**config.mk**
```make
export PLATFORM = sky130hd
export DESIGN_NAME = sprite_blit_writer
export DESIGN_NICKNAME = d
export VERILOG_FILES = /design/src/rtl/sprite_pkg.sv /design/src/rtl/sprite_addr_gen.sv /design/src/rtl/sprite_blit_writer.sv
export SDC_FILE = /design/constraint.sdc
export NUM_CORES = 1
export LEC_CHECK = 0
export BUFFER_PORTS_ARGS = -buffer_cell sky130_fd_sc_hd__buf_2
export CAP_MARGIN = 20
export CORE_MARGIN = 2
export CORE_UTILIZATION = 45
export CTS_BUF_LIST = sky130_fd_sc_hd__clkbuf_8
export CTS_CLUSTER_SIZE = 40
export DETAILED_ROUTE_END_ITERATION = 8
export PLACE_DENSITY = 0.62
export SLEW_MARGIN = 20
export SYNTH_ARGS = -nofsm -noshare
export SYNTH_HDL_FRONTEND = slang
export SYNTH_SLANG_ARGS = --single-unit
```
**constraint.sdc**
```tcl
create_clock -name Clk -period 2.9 [get_ports Clk]
set_input_delay 0.435 -clock Clk [delete_from_list [all_inputs] [get_ports Clk]]
set_output_delay 0.435 -clock Clk [all_outputs]
set_load 0.005 [all_outputs]
```
**src/rtl/sprite_pkg.sv**
```systemverilog
// Shared frame geometry and types for the sprite blit write engine.
package sprite_pkg;
    localparam int IMG_W  = 320;
    localparam int IMG_H  = 240;
    localparam int ADDR_W = 19;

    typedef logic [3:0] pixel_t;

    typedef enum logic [1:0] {IDLE, RUN, DONE} blit_state_t;
endpackage

```
**src/rtl/sprite_addr_gen.sv**
```systemverilog
// Rectangle walker: latches the command, steps col/row in raster order and
// reports the RAM address, off-screen clip and last-pixel flags for the current pixel.
module sprite_addr_gen
    import sprite_pkg::*;
#(
    parameter int IMG_W  = sprite_pkg::IMG_W,
    parameter int IMG_H  = sprite_pkg::IMG_H,
    parameter int ADDR_W = sprite_pkg::ADDR_W
) (
    input  logic              clk,
    input  logic              rst,
    input  logic              init,
    input  logic              advance,
    input  logic [8:0]        x_in,
    input  logic [7:0]        y_in,
    input  logic [8:0]        w_in,
    input  logic [7:0]        h_in,
    output logic [ADDR_W-1:0] addr,
    output logic              clip,
    output logic              last
);
    logic [8:0]        x_q, x_d, w_q, w_d, col_q, col_d;
    logic [7:0]        y_q, y_d, h_q, h_d, row_q, row_d;
    logic [ADDR_W-1:0] row_base_q, row_base_d;
    logic [9:0]        sx, sy;
    logic              col_last;

    always_comb begin
        x_d        = x_q;
        y_d        = y_q;
        w_d        = w_q;
        h_d        = h_q;
        col_d      = col_q;
        row_d      = row_q;
        row_base_d = row_base_q;

        // Screen coordinates kept 10 bits wide so off-screen pixels never wrap.
        sx       = {1'b0, x_q} + {1'b0, col_q};
        sy       = {2'b00, y_q} + {2'b00, row_q};
        col_last = (col_q == w_q - 9'd1);
        last     = col_last && (row_q == h_q - 8'd1);
        clip     = (sx >= 10'(IMG_W)) || (sy >= 10'(IMG_H));
        addr     = row_base_q + ADDR_W'(x_q) + ADDR_W'(col_q);

        if (init) begin
            x_d        = x_in;
            y_d        = y_in;
            w_d        = w_in;
            h_d        = h_in;
            col_d      = '0;
            row_d      = '0;
            row_base_d = ADDR_W'(y_in) * ADDR_W'(IMG_W);
        end else if (advance) begin
            if (col_last) begin
                col_d      = '0;
                row_d      = row_q + 8'd1;
                row_base_d = row_base_q + ADDR_W'(IMG_W);
            end else begin
                col_d = col_q + 9'd1;
            end
        end
    end

    always_ff @(posedge clk or posedge rst) begin
        if (rst) begin
            x_q        <= '0;
            y_q        <= '0;
            w_q        <= '0;
            h_q        <= '0;
            col_q      <= '0;
            row_q      <= '0;
            row_base_q <= '0;
        end else begin
            x_q        <= x_d;
            y_q        <= y_d;
            w_q        <= w_d;
            h_q        <= h_d;
            col_q      <= col_d;
            row_q      <= row_d;
            row_base_q <= row_base_d;
        end
    end
endmodule

```
**src/rtl/sprite_blit_writer.sv**
```systemverilog
// Packed 4bpp byte stream to RAM write port, one pixel per cycle, with
// off-screen clipping and optional transparent-colour skipping.
module sprite_blit_writer
    import sprite_pkg::*;
#(
    parameter int     IMG_W            = sprite_pkg::IMG_W,
    parameter int     IMG_H            = sprite_pkg::IMG_H,
    parameter int     ADDR_W           = sprite_pkg::ADDR_W,
    parameter logic [3:0] TRANSPARENT  = 4'h0,
    parameter bit     SKIP_TRANSPARENT = 1'b1
) (
    input  logic              Clk,
    input  logic              Reset,
    input  logic              start,
    input  logic [8:0]        x,
    input  logic [7:0]        y,
    input  logic [8:0]        w,
    input  logic [7:0]        h,
    output logic              busy,
    output logic              done,
    input  logic              in_valid,
    input  logic [7:0]        in_data,
    output logic              in_ready,
    output logic              we,
    output logic [ADDR_W-1:0] write_address,
    output logic [3:0]        wr_data
);
    blit_state_t       state_q, state_d;
    logic [7:0]        buf_q, buf_d;
    logic              buf_valid_q, buf_valid_d;
    logic              phase_q, phase_d;
    logic              we_q, we_d;
    logic [ADDR_W-1:0] addr_q, addr_d;
    pixel_t            data_q, data_d;

    logic              init, advance, clip, last;
    logic [ADDR_W-1:0] pix_addr;
    pixel_t            pix;

    sprite_addr_gen #(.IMG_W(IMG_W), .IMG_H(IMG_H), .ADDR_W(ADDR_W)) u_addr_gen (
        .clk     (Clk),
        .rst     (Reset),
        .init    (init),
        .advance (advance),
        .x_in    (x),
        .y_in    (y),
        .w_in    (w),
        .h_in    (h),
        .addr    (pix_addr),
        .clip    (clip),
        .last    (last)
    );

    always_comb begin
        state_d     = state_q;
        buf_d       = buf_q;
        buf_valid_d = buf_valid_q;
        phase_d     = phase_q;
        we_d        = 1'b0;
        addr_d      = addr_q;
        data_d      = data_q;
        init        = 1'b0;
        advance     = 1'b0;

        pix      = phase_q ? buf_q[3:0] : buf_q[7:4];
        in_ready = (state_q == RUN) && (!buf_valid_q || (phase_q && !last));

        case (state_q)
            IDLE: begin
                if (start) begin
                    init        = 1'b1;
                    buf_valid_d = 1'b0;
                    state_d     = (w == 9'd0 || h == 8'd0) ? DONE : RUN;
                end
            end
            RUN: begin
                if (buf_valid_q) begin
                    advance = 1'b1;
                    we_d    = !clip && !(SKIP_TRANSPARENT && pix == TRANSPARENT);
                    addr_d  = pix_addr;
                    data_d  = pix;
                    if (last) begin
                        // Odd pixel count: the unused low nibble is dropped here.
                        buf_valid_d = 1'b0;
                        state_d     = DONE;
                    end else if (phase_q) begin
                        buf_valid_d = 1'b0;
                    end else begin
                        phase_d = 1'b1;
                    end
                end
                // Refill overrides the drain above so a byte lands back-to-back.
                if (in_valid && in_ready) begin
                    buf_d       = in_data;
                    buf_valid_d = 1'b1;
                    phase_d     = 1'b0;
                end
            end
            DONE:    state_d = IDLE;
            default: state_d = IDLE;
        endcase
    end

    always_ff @(posedge Clk or posedge Reset) begin
        if (Reset) begin
            state_q     <= IDLE;
            buf_q       <= '0;
            buf_valid_q <= 1'b0;
            phase_q     <= 1'b0;
            we_q        <= 1'b0;
            addr_q      <= '0;
            data_q      <= '0;
        end else begin
            state_q     <= state_d;
            buf_q       <= buf_d;
            buf_valid_q <= buf_valid_d;
            phase_q     <= phase_d;
            we_q        <= we_d;
            addr_q      <= addr_d;
            data_q      <= data_d;
        end
    end

    assign busy          = (state_q != IDLE);
    assign done          = (state_q == DONE);
    assign we            = we_q;
    assign write_address = addr_q;
    assign wr_data       = data_q;
endmodule

```
Word-level counts from Yosys, hierarchy flattened:

Index checks and enable logic that the tools add are counted.

* flip-flop bits (word level): 106
* bits of input ports: 46
* output and inout port bits: 27
* logic and storage cells: 91

* add/sub/neg operators: 9
* multipliers: 1
* $lt $le $gt $ge: 2
* equal/unequal tests: 8
* muxes and demuxes: 30
* reduce and logical (&&, ||, !) cells: 27

Operator list (number)
* $mux 19: 3
* $add 19x9->19: 2
* $mux 9: 3
* $mux 8: 3
* $add 19x9->19 const B: 1
* $mux 1: 14
* $mul 8x3->11 const B: 1
* $add 9x9->10: 1
* $ge 10x8->1 const B: 1
* $ge 10x9->1 const B: 1
* $reduce_bool 2->1: 5
* $add 8x8->9: 1
* $add 9x1->9 const B: 1
* $eq 9x9->1: 1
* $logic_not 9->1: 1
* $sub 9x1->9 const B: 1
* $add 8x1->8 const B: 1
* $eq 8x8->1: 1
* $logic_not 8->1: 1
* $mux 2: 4
* $reduce_and 2->1: 4
* $sub 8x1->8 const B: 1
* $ne 2x2->1 const B: 3
* $reduce_and 3->1: 2
* other kinds (11): 20

Logic depth before layout (Yosys ltp):

* word-level depth: 10
* depth in mapped cells: 11
* gate-level depth less buffers: 11

Modules after synthesis:

From an unflattened synthesis, not the netlist that was laid out.

* cell total of the unflattened synthesis: 633
* area, all modules: 6417.4 µm²

Modules (own cells, without submodules)
* sprite_addr_gen: instances 1, cells an instance 512, area each 4857.2 µm²
* sprite_blit_writer: instances 1, cells an instance 121, area each 1560.2 µm²

Least setup slack after synthesis:

Ideal clock, no wire load.

* path type: register to output
* start point: register u_addr_gen.w_q[0]
* end point: output port in_ready
* data arrival time: 2.330 ns
* required time: 2.465 ns
* slack: 0.135 ns
* cell stages (with the launch flop): 11
* buffers on the path: 1
* path through: dfrtp_1 inv_1 ha_1 or3b_4 nor3_1 nor3_1 or3_4 and3_4 buf_6 nand3_1 nor3b_1

* word-level cells in the longest chain between the ends: 7

RTL lines
* from (decl): RTL line sprite_addr_gen.sv:22 `logic [8:0] x_q, x_d, w_q, w_d, col_q, col_d;`
* from (signal assigned): RTL line sprite_addr_gen.sv:76 `w_q <= w_d;`
* $sub 9x1->9: RTL line sprite_addr_gen.sv:40 `col_last = (col_q == w_q - 9'd1);`
* $eq 9x9->1: RTL line sprite_addr_gen.sv:40
* $logic_and 1x1->1: RTL line sprite_addr_gen.sv:41 `last = col_last && (row_q == h_q - 8'd1);`
* $logic_not 1->1: RTL line sprite_blit_writer.sv:66 `in_ready = (state_q == RUN) && (!buf_valid_q || (phase_q && !last));`
* $logic_and 1x1->1: RTL line sprite_blit_writer.sv:66
* $logic_or 1x1->1: RTL line sprite_blit_writer.sv:66
* $logic_and 1x1->1: RTL line sprite_blit_writer.sv:66
* to (decl): RTL line sprite_blit_writer.sv:23 `output logic in_ready,`

No other way between the ends.

Worst setup path after layout:

* start point: register u_addr_gen.w_q[1]
* end point: output port in_ready

Same word-level chain as after synthesis.

==> key figures <==
Status
  • Status: finished, violations left
  • Violated checks: negative setup slack

Setup path
  • Max incr delay on CP: 0.58 ns
  • Worst endpoint required time: 2.47 ns
  • Worst path arrival time: 2.53 ns
  • Max FO, Critical Path: 4
  • Critical-path cell list: or4_4 > xnor2_2 > nor4_1 > or3_4 > and3_4 > nand3_2 > nor3b_2 > buf_2
  • CP startpoint kind: flip-flop
  • Worst setup EP type: output port
  • Cell family with most CP delay: simple AND/OR/NAND/NOR gates
  • CP Buf/Inv Count: 1
  • WS Path Type: reg -> out
  • Slowest-stage cell, CP: or4_4

Floorplanning
  • Die X: 126 um
  • Die area: 15800 sq um
  • Row cnt: 44
  • Num ports: 73
  • Initial Utilization: 45.9%
  • Die height: 126 um
  • Core area: 14500 sq um

Global route
  • Vias in the first global route: 5873
  • Total track usage: 21.6%
  • Initial antenna violation count: 0
  • Grt ovf: 0
  • Pin count of the biggest net entering global routing: 44
  • Global-route wire length before repair: 28.2 mm

Route
  • Met2 routed WL: 8.18 mm
  • 1st-iter DRT viols: 382
  • Metal3 WL: 604 um
  • Vias per Instance: 5.69
  • DR pass1 iterations: 4
  • DR top layer: met4
  • Via Count: 5852
  • Per-cell routed wire length: 16.3 um
  • Final wirelength: 16.8 mm
  • DRC: 0
  • WL met1: 7.81 mm
  • Routed Antenna Nets: 0

Synth
  • Cell Area, Synth: 6680 sq um
  • Ranking of synthesized cells by area: dfrtp_1 37%, ha_1 9.2%, nand2_1 8.6%
  • Synth warn: 0
  • Async set-reset flop share out of synthesis: 100%
  • #FFs+latches synth: 100
  • Sequential area share after synthesis: 37.5%
  • Number of synthesized flops with an enable pin: 0
  • Primary FF master, synth: dfrtp_1
  • Netlist cell types: 66
  • Cells after synthesis: 762
  • Syn_area_per_cell: 8.76 sq um
  • Leading area contributor after synthesis: dfrtp_1
  • Mapped Nets: 864
  • Top-area cell type share of the netlist area: 37.5%

Timing
  • Unrepaired setup endpoints after global routing: true
  • # setup viols final: 1
  • Fmax: 337 MHz
  • Final worst slack: -0.0698 ns
  • Setup TNS: -0.0698 ns
  • Slew HR: 39.4%
  • Worst-Margin Slew: 0.908 ns
  • Final min period: 2.97 ns
  • Post-route clock skew: 0.00719 ns
  • Worst hold slack: 0.232 ns
  • Max Slew Vio Count: 0
  • Hold Fails Final Rpt: 0
  • Fin crit share: 102%

Clock network
  • CTS Buffer Depth: 2
  • CTS clk-pin slew, worst paths: 0.09 ns
  • Root Buffer: clkbuf_8
  • CTS tree: yes
  • Hold Buf Count CTS: 0
  • Clock latency on the worst-skew pair: 0.38 ns
  • Number of clock sinks: 100
  • H-tree Lvls: 3
  • CTS Buf Count: 9

Placement
  • GPL Wtd Cong: 0.892
  • DP HPWL: 12.4 mm
  • Setup WS pre-CTS: 0.00851 ns
  • Port Buffers: 72
  • Placed cells: 1007

Run
  • Max-Cap Viols: 0

Layout
  • Diode count: 0
  • Non-filler cells, final: 1029
  • Share of post-route cells with drive strength above 1: 17.8%
  • Commonest non-fill, non-tap cell in the layout: nand2_1
  • Area grow syn2layout: 14.0%
  • Nets@finish: 943
  • Commonest non-fill, non-tap cells in the layout: 153 x nand2_1, 97 x dfrtp_1, 72 x buf_2, 48 x ha_1, 39 x o21ai_0

Power
  • Leak Pwr: 3.62 nW
  • Pwr Density: 953 nW/um^2
  • Design Power: 7.25 mW
  • Worst vdd ir: 0.000384 V

Hold path
  • Hold Crit Class: in -> async
## cells by family after synthesis
family          share of synthesized area [%]
simple gates                             23.9
buf+inv                                  3.43
compound gates                           17.5
fa+ha+maj                                11.3
xor+xnor                                 4.99
flops                                    37.5
mux                                      1.41
## state kept, by name (all words and copies together), names as in the netlist
name / count
u_addr_gen.row_q: 8
we: 1
write_address: 19
u_addr_gen.y_q: 8
wr_data: 4
u_addr_gen.col_q: 9
u_addr_gen.h_q: 8
phase_q: 1
u_addr_gen.w_q: 9
state_q: 2
buf_q: 8
u_addr_gen.row_base_q: 13
u_addr_gen.x_q: 9
buf_valid_q: 1
## per-stage QoR
stage | instance area [sq um] | utilization, %
detailed placement | 7300 | 50.2
global placement | 7300 | 50.2
CTS | 7580 | 52.1
finish | 7610 | 52.4
floorplan | 6680 | -
global route | 7610 | 52.4
## worst paths after layout
| path | startpoint | endpoint | slack [ns] | cells past startpoint |
|---|---|---|---|---|
| setup reg to reg | u_addr_gen.w_q[1]$_DFFE_PP0P_ | u_addr_gen.row_base_q[13]$_DFFE_PP0P_ | 0.17 | 10 |
| min in group Clk | x[7] | u_addr_gen.x_q[7]$_DFFE_PP0P_ | 0.24 | 3 |
| hold reg to reg | wr_data[2]$_DFFE_PP0P_ | wr_data[2]$_DFFE_PP0P_ | 0.48 | 2 |
| setup / recovery | u_addr_gen.w_q[1]$_DFFE_PP0P_ | in_ready | -0.07 | 8 |
| hold / removal | Reset | u_addr_gen.w_q[8]$_DFFE_PP0P_ | 0.23 | 2 |
| max in group asynchronous | Reset | buf_q[1]$_DFFE_PP0P_ | 1.90 | 3 |
## power by group
| group | internal [mW] | leakage, nW | switching [mW] |
|---|---|---|---|
| Clock | 0.398 | 0.103 | 0.493 |
| Combinational | 1.69 | 2.27 | 2.16 |
| Sequential | 1.95 | 1.25 | 0.560 |
## worst reg2reg max path, stage by stage, from the launching register on
cell and delay [ns]:
dfrtp_1 0.43, inv_2 0.10, ha_4 0.13, or3b_4 0.40, nor3_1 0.15, a22oi_1 0.13
o221ai_4 0.18, buf_4 0.18, nand4_4 0.22, or4_1 0.57, a31oi_1 0.17
## Yosys cell counts, drive strengths merged (7+ instances only)
cell	instances
a21o	8
a21oi	38
a22o	8
a31oi	10
and3	9
buf	11
clkbuf	23
dfrtp	100
fa	7
ha	49
inv	20
nand2	153
nand3	28
nand4	16
nor2	35
nor2b	22
nor3	16
nor4	10
o211ai	19
o21ai	48
o31ai	10
or3	13
or4	9
xnor2	20
xor2	18
## metal layers
metal / vias up / global-route usage, %
met5: - / 0
met4: 0 / 4.72
li1: 2874 / -
met3: 13 / 4.38
met2: 98 / 37.3
met1: 2867 / 28.2
## cell type report
type	instances	area (sq um)
inverters	20	78.8
clock buffers	13	179
flip-flops and latches	100	2510
clock inverters	2	8.76
well taps	184	230
fillers	1426	6920
multi-input cells	608	4010
repair buffers	102	602
## repair_timing
action / in CTS / in global routing
setup endpoints to repair: 9 / 19
setup buffers: 5 / 2
gates cloned: 0 / 0
pin swaps: 7 / 1
resized for setup: 12 / 6
Power figures use the tool's default switching activity.
